--- src/rtl/t02_rf_pkg.sv ---
// Shared constants and types for the scoreboarded integer register file.
package t02_rf_pkg;

  localparam int unsigned DATA_W_DEF   = 32;
  localparam int unsigned NUM_REGS_DEF = 32;
  localparam int unsigned IDX_W_DEF    = $clog2(NUM_REGS_DEF);

  typedef logic [IDX_W_DEF-1:0]  reg_idx_t;
  typedef logic [DATA_W_DEF-1:0] reg_data_t;

endpackage

--- src/rtl/t02_rf_scoreboard.sv ---
// Pending-write bit per register with flush > set > clear priority and a registered any_busy.
module t02_rf_scoreboard
  import t02_rf_pkg::*;
#(
  parameter int unsigned NUM_REGS = NUM_REGS_DEF,
  parameter int unsigned ZERO_REG = 1,
  localparam int unsigned IDX_W   = $clog2(NUM_REGS)
) (
  input  logic                clk,
  input  logic                nRST,
  input  logic                sb_set,
  input  logic [IDX_W-1:0]    sb_set_index,
  input  logic                sb_clear,
  input  logic [IDX_W-1:0]    sb_clear_index,
  input  logic                sb_flush,
  output logic [NUM_REGS-1:0] pending,
  output logic                any_busy
);

  logic [NUM_REGS-1:0] pending_d, pending_q;
  logic                any_busy_d, any_busy_q;
  logic                set_ok;

  // Clear is applied before set so a new producer on the same index wins.
  always_comb begin
    pending_d = pending_q;
    set_ok    = sb_set && !((ZERO_REG != 0) && (sb_set_index == '0));
    if (sb_flush) begin
      pending_d = '0;
    end else begin
      if (sb_clear) pending_d[sb_clear_index] = 1'b0;
      if (set_ok)   pending_d[sb_set_index]   = 1'b1;
    end
    any_busy_d = |pending_d;
  end

  always_ff @(posedge clk) begin
    if (!nRST) begin
      pending_q  <= '0;
      any_busy_q <= 1'b0;
    end else begin
      pending_q  <= pending_d;
      any_busy_q <= any_busy_d;
    end
  end

  assign pending  = pending_q;
  assign any_busy = any_busy_q;

endmodule

--- src/rtl/t02_register_file_sb.sv ---
// Parametrised integer register file with optional write bypass and a RAW-hazard scoreboard.
module t02_register_file_sb
  import t02_rf_pkg::*;
#(
  parameter int unsigned DATA_W   = DATA_W_DEF,
  parameter int unsigned NUM_REGS = NUM_REGS_DEF,
  parameter int unsigned NUM_RD   = 2,
  parameter int unsigned ZERO_REG = 1,
  parameter int unsigned BYPASS   = 1,
  localparam int unsigned IDX_W   = $clog2(NUM_REGS)
) (
  input  logic                     clk,
  input  logic                     nRST,
  input  logic                     reg_write,
  input  logic [IDX_W-1:0]         write_index,
  input  logic [DATA_W-1:0]        write_data,
  input  logic [NUM_RD*IDX_W-1:0]  read_index,
  output logic [NUM_RD*DATA_W-1:0] read_data,
  output logic [NUM_RD-1:0]        read_busy,
  input  logic                     sb_set,
  input  logic [IDX_W-1:0]         sb_set_index,
  input  logic                     sb_clear,
  input  logic [IDX_W-1:0]         sb_clear_index,
  input  logic                     sb_flush,
  output logic                     any_busy
);

  logic [DATA_W-1:0]   regs_d [NUM_REGS];
  logic [DATA_W-1:0]   regs_q [NUM_REGS];
  logic [NUM_REGS-1:0] pending;
  logic [IDX_W-1:0]    rd_idx;
  logic                wr_ok;

  t02_rf_scoreboard #(
    .NUM_REGS (NUM_REGS),
    .ZERO_REG (ZERO_REG)
  ) u_sb (
    .clk            (clk),
    .nRST           (nRST),
    .sb_set         (sb_set),
    .sb_set_index   (sb_set_index),
    .sb_clear       (sb_clear),
    .sb_clear_index (sb_clear_index),
    .sb_flush       (sb_flush),
    .pending        (pending),
    .any_busy       (any_busy)
  );

  // Writes to the hardwired zero register are dropped.
  always_comb begin
    regs_d = regs_q;
    wr_ok  = reg_write && !((ZERO_REG != 0) && (write_index == '0));
    if (wr_ok) regs_d[write_index] = write_data;
  end

  always_ff @(posedge clk) begin
    if (!nRST) begin
      for (int i = 0; i < int'(NUM_REGS); i++) regs_q[i] <= '0;
    end else begin
      regs_q <= regs_d;
    end
  end

  // Per-port read mux, bypass and busy masking; zero register beats bypass.
  always_comb begin
    read_data = '0;
    read_busy = '0;
    rd_idx    = '0;
    for (int k = 0; k < int'(NUM_RD); k++) begin
      rd_idx = read_index[k*IDX_W +: IDX_W];
      if ((ZERO_REG != 0) && (rd_idx == '0)) begin
        read_data[k*DATA_W +: DATA_W] = '0;
      end else if ((BYPASS != 0) && reg_write && (write_index == rd_idx)) begin
        read_data[k*DATA_W +: DATA_W] = write_data;
      end else begin
        read_data[k*DATA_W +: DATA_W] = regs_q[rd_idx];
      end
      read_busy[k] = pending[rd_idx] &&
                     !((BYPASS != 0) && sb_clear && (sb_clear_index == rd_idx));
    end
  end

endmodule

--- config.mk ---
export PLATFORM = sky130hd
export DESIGN_NAME = t02_register_file_sb
export DESIGN_NICKNAME = d
export VERILOG_FILES = /design/src/rtl/t02_rf_pkg.sv /design/src/rtl/t02_rf_scoreboard.sv /design/src/rtl/t02_register_file_sb.sv
export SDC_FILE = /design/constraint.sdc
export NUM_CORES = 2
export LEC_CHECK = 0
export BUFFER_PORTS_ARGS = -buffer_cell sky130_fd_sc_hd__buf_2
export CORE_AREA = 3 3 472 427
export DETAILED_ROUTE_END_ITERATION = 10
export DIE_AREA = 0 0 475 430
export PLACE_DENSITY_LB_ADDON = 0.25
export SYNTH_ARGS = -nofsm -noshare
export SYNTH_HDL_FRONTEND = slang
export SYNTH_SLANG_ARGS = --single-unit
--- constraint.sdc ---
create_clock -name clk -period 2.1 [get_ports clk]
set_input_delay 0 -clock clk [delete_from_list [all_inputs] [get_ports clk]]
set_output_delay 0 -clock clk [all_outputs]
set_load 0.005 [all_outputs]
---- Word level (Yosys, flattened, before mapping) ----
Index checks and enable logic that the tools add are counted.
cells by class
  equality and inequality tests ........... 4
  reduce and logical (&&, ||, !) cells .... 20
  $lt $le $gt $ge ......................... 10
  bitwise operators ....................... 6
  multiplexer cells ....................... 25
operators with widths
  cell                                                                          count
  1024-bit bitwise mux                                                          1
  32-bit two-way mux                                                            13
  32-bit binary-select mux with 5-bit select                                    2
  32-bit demux with 5-bit select                                                1
  32-bit bitwise AND                                                            1
  32-bit inverter                                                               1
  32-bit bitwise OR                                                             1
  32-bit OR reduction                                                           1
  5-bit by 6-bit less-than comparator with 1-bit output, second input constant  4
  5-bit == test                                                                 4
  5-bit logical NOT                                                             4
  6-bit >= comparator, second input constant                                    3
  5-bit inverter with 6-bit output                                              3
  1-bit logical AND                                                             11
  1-bit binary-select mux with 5-bit select                                     2
  1-bit demux with 5-bit select                                                 2
  5-bit by 1-bit >= comparator with 1-bit output, second input constant         2
  6-bit by 1-bit less-than comparator with 1-bit output, second input constant  1
  1-bit logical NOT                                                             4
  1-bit two-way mux                                                             4
word-level totals
  word-level logic and storage cells ...... 99
  bits of input ports ..................... 63
  output and inout port bits .............. 67
  register bits after elaboration ......... 1057

---- Logic depth before layout (Yosys ltp) ----
  depth in word-level cells ............... 12
  mapped depth ............................ 11
  gate-level depth less buffers ........... 6

---- Cells and area by module ----
From an unflattened synthesis, not the netlist that was laid out.
second synthesis, totals
  cells, all modules ...................... 6326
  area total of the unflattened synthesis .. 57441.3 µm²
modules (own cells, without submodules)
  module                sequential area each (µm²)  cells an instance  instances  area each (µm²)
  t02_register_file_sb  20499.7                     6122               1          55764.7
  t02_rf_scoreboard     660.6                       204                1          1676.6

---- Worst setup path after synthesis ----
No wires, ideal clock.
  kind .................................... input-to-output
  from .................................... input port read_index[1]
  to ...................................... output port read_data[10]
  arrival time ............................ 1.898 ns
  path slack .............................. 0.202 ns
  stages on the path ...................... 7
  path buffers ............................ 3
  data required time ...................... 2.100 ns
  cell sequence ........................... buf_2 -> buf_2 -> clkbuf_1 -> mux4_2 -> mux4_2 -> and3_1 -> a221o_1
on the way
  word-level cells in the longest chain between the ends .. 6
  elaborated cells on any way between the ends .. 9
  classes of those cells .................. eq/ne: 1; mux: 5; bitwise: 1; reduce/logical: 2
ends and longest elaborated chain
  what                                                    RTL line                    RTL
  start, declared                                         t02_register_file_sb.sv:17  input logic [NUM_RD*IDX_W-1:0] read_index,
  5-bit inverter with 6-bit output (implied by the code)  t02_register_file_sb.sv:76  read_data[k*DATA_W +: DATA_W] = regs_q[rd_idx];
  32-bit binary-select mux with 5-bit select              t02_register_file_sb.sv:76
  32-bit two-way mux (implied by the code) (2 in series)  t02_register_file_sb.sv:76
  32-bit two-way mux                                      t02_register_file_sb.sv:73  end else if ((BYPASS != 0) && reg_write && (write_index == rd_idx)) begin
  32-bit two-way mux (*)                                  t02_register_file_sb.sv:71  if ((ZERO_REG != 0) && (rd_idx == '0)) begin
  end, declared                                           t02_register_file_sb.sv:18  output logic [NUM_RD*DATA_W-1:0] read_data,
Every way passes the cells marked *; elsewhere a longest branch is shown, timed or not. The select of a mux whose other input is x is not followed.

---- Worst setup path after layout ----
  from .................................... register regs_q[656] (netlist bit)
  to ...................................... output port read_data[16]
on the way
  word-level cells in the longest chain between the ends .. 5
ends and longest elaborated chain
  what                                                    RTL line                    RTL
  start, declared                                         t02_register_file_sb.sv:29  logic [DATA_W-1:0] regs_q [NUM_REGS];
  start signal, assigned                                  t02_register_file_sb.sv:60  regs_q <= regs_d;
  32-bit binary-select mux with 5-bit select              t02_register_file_sb.sv:76
  32-bit two-way mux (implied by the code) (2 in series)  t02_register_file_sb.sv:76
  32-bit two-way mux                                      t02_register_file_sb.sv:73
  32-bit two-way mux                                      t02_register_file_sb.sv:71
Every way passes these cells. The select of a mux whose other input is x is not followed.

==> impl_metrics.ini <==
[yosys]
synth_area_leaders = dfxtp_1 (37%), mux4_2 (24%), nand2_1 (14%)
syn_area_per_cell_um2 = 9.56
yosysSeqAreaShare = 0.371
ys.flop_type = dfxtp_1
netlist_area_mm2 = 0.0570
yosys.area.top_type = dfxtp_1
async_flop_share = 0
ys_seq_elements = 1057
synth_commonest_cells = nand2_1 (2066), dfxtp_1 (1057), a21boi_0 (677), mux4_2 (598), clkbuf_1 (497)
synth_edf_count = 0
synth_top_area_share = 0.371
yosysWarnings = 0
synth_cells = 5961
syn-num-nets = 6024
yosys.cell_count.top_type = nand2_1
ys_types = 51

[worst_setup_path]
crit_slowest_cell = mux4_2
crit_start = regs_q[656]$_SDFFE_PN0P_
cp_common_cell = mux4_2
worst-path-buf-inv = 1
required_ps = 2100
ff2ff_path_depth = 7
max_stage_delay_ps = 510
worstPathMaxFanout = 3
cp_top_family = multiplexers
endpoint_kind = output pin
r2r_start = u_sb.pending[21]$_SDFF_PN0_
arrival_ps = 2870
critical_path_cell_count = 5
worstPathCellList = mux4_2, mux4_2, and3_4, a221o_2, buf_6
startpoint_type = register
worstSetupPathType = register to output pin

[grt]
grt_max_degree = 125
grt_pass1_wl_mm = 364
grt_pass1_vias = 48300
track_usage = 0.245
grt_overflow = 0
antenna_found_initial = 9

[status]
status = complete, but fails checks
violations = negative setup slack

[final_layout]
fillers = 19400
finalNetCount = 6229
final_core_util = 0.359
area_growth_pct = 23.8
drive_gt1_frac = 0.305
fin_cells = 8844
fin_area_mm2 = 0.0705

[clock_tree]
cts_buffer_depth = 3
cts_root_buffer = clkbuf_16
cts_tree = yes
h-tree-depth = 3
worstSkewPairLatency_ps = 750
cts_made_buffers = 121
clkSlewWorstSetupHoldPaths_ps = 60
cts_sinks = 1057

[sta]
fmax_ghz = 0.349
maxSlewViolCount = 0
period_minus_slack_ps = 2870
hold_viol = 0
final.setup.worst_slack_ps = -768
fin_crit_sh = 1.37
rsz0062_at_grt = true
skew_ps = 10.7
setup_viol = 66
max_slew.worst_pin.slew_ps = 952
slew_headroom = 0.365

[run]
maxCapViolations = 0

[min_path]
hp-start = sb_clear_index[4]
worst_hold_path_type = primary input to register
hold_depth = 6

[die]
dieArea_mm2 = 0.204
core_mm2 = 0.196
rows = 154
die_x_um = 475
fp.dieH_um = 430
io-pin-count = 130
start_util = 0.290

[detailed_routing]
antenna_left = 0
drt_iter0_markers = 5679
drt-total-wl_mm = 257
dr.pass1.iters = 5
detail_route.wl_per_cell_um = 29.0
via_per_inst = 5.64
via_count = 49900
drc_errors = 0

[power]
vdd_drop_max_uv = 656
design_power_total_mw = 47.4
power.density_mw_per_mm2 = 672
power.leakage_nw = 23.8

[placed_design]
gp_congestion = 0.867
dp.cells = 8515
dpl_cell_area_mm2 = 0.0640
dp_hpwl_mm = 162
io_buffers = 129
==> repair_timing <==
action	CTS	global route
setup endpoints to repair	66	69
resized for setup	324	125
hold buffers	54	0
pin swaps	56	27
setup buffers	46	14
hold endpoints to repair	1017	0
==> cells in the final DEF (no fill, tap or decap), drive strengths merged, types with 5 or more instances in the layout <==
cell type / Yosys / final
dlygate4sd3: 0 / 50
nor2b: 68 / 68
clkbuf: 498 / 185
o31ai: 32 / 32
nor2: 38 / 38
inv: 1 / 5
clkinv: 0 / 21
and2: 68 / 68
nand3: 8 / 8
o22ai: 44 / 44
nand2: 2066 / 2066
mux4: 598 / 598
or3b: 8 / 8
nor4: 12 / 12
a21o: 12 / 12
nand3b: 11 / 11
a21boi: 992 / 992
nor3b: 5 / 5
diode: 0 / 6
bufinv: 0 / 11
and3: 21 / 21
mux2i: 20 / 20
o21ai: 76 / 76
or2: 5 / 5
xor2: 15 / 15
nand2b: 5 / 5
a211oi: 17 / 17
mux2: 100 / 100
a221o: 19 / 19
a21oi: 7 / 7
dfxtp: 1057 / 1057
buf: 137 / 663
==> metal layers <==
metal / wire [um] / vias to the layer above / GRT usage
met5: 13 / - / 0
met4: 14200 / 2 / 0.122
met3: 20800 / 663 / 0.0436
met2: 117000 / 2479 / 0.388
met1: 105000 / 25500 / 0.321
li1: - / 21300 / -
==> sequential cells by signal, summed over array words and instances, names as in the netlist <==
| signal | count |
|---|---|
| regs_q | 1024 |
| u_sb.pending | 32 |
| u_sb.any_busy | 1 |
==> report_power, final <==
part	switching [mW]	internal, mW
logic	2.94	2.01
clock network	9.14	13.0
registers	0.111	20.2
total	12.2	35.2
==> per-stage QoR <==
stage / worst slack, ps / setup TNS, ps / hold slack [ps]
finish: -768 / -33200 / 83.7
global route: -786 / -36300 / 91.8
CTS: -814 / -37180 / 5.00
floorplan: 202 / 0 / 67.8
global placement: -457 / -10710 / 375
detailed placement: -460 / -10000 / 381
==> worst paths after layout <==
| path | end | slack, ps |
|---|---|---|
| hold reg to reg | regs_q[697]$_SDFFE_PN0P_ | 460 |
| hold / removal | u_sb.pending[6]$_SDFF_PN0_ | 80 |
| setup reg to reg | u_sb.any_busy$_SDFF_PN0_ | 80 |
| setup / recovery | read_data[16] | -770 |
==> tightest hold or removal path, cell delays in order <==
cell            delay [ps]
buf_2                  150
or3b_2                 140
dlymetal6s4s_1         210
o21ai_0                 80
o21ai_1                100
and2_1                 130
==> final cells by class <==
cell class / count / area [um^2] / share of cell area
Multi-Input combinational cell: 4268 / 34500 / 0.489
Sequential cell: 1057 / 21400 / 0.303
Antenna cell: 6 / 15.0 / 0.000213
Inverter: 1 / 3.75 / 0.0000532
Clock buffer: 185 / 3580 / 0.0508
Tap cell: 2574 / 3220 / 0.0457
Timing Repair Buffer: 717 / 7370 / 0.105
Clock inverter: 36 / 470 / 0.00667
==> logic make-up after synthesis <==
logic type | Yosys count | synth area share
flip-flops | 1057 | 0.371
XOR/XNOR | 19 | 0.00292
AO/OA/AOI/OAI | 1205 | 0.155
multiplexers | 718 | 0.260
buffers and inverters | 636 | 0.0471
AND/OR/NAND/NOR | 2326 | 0.164
Note: power is estimated with default switching activity, not from simulation.
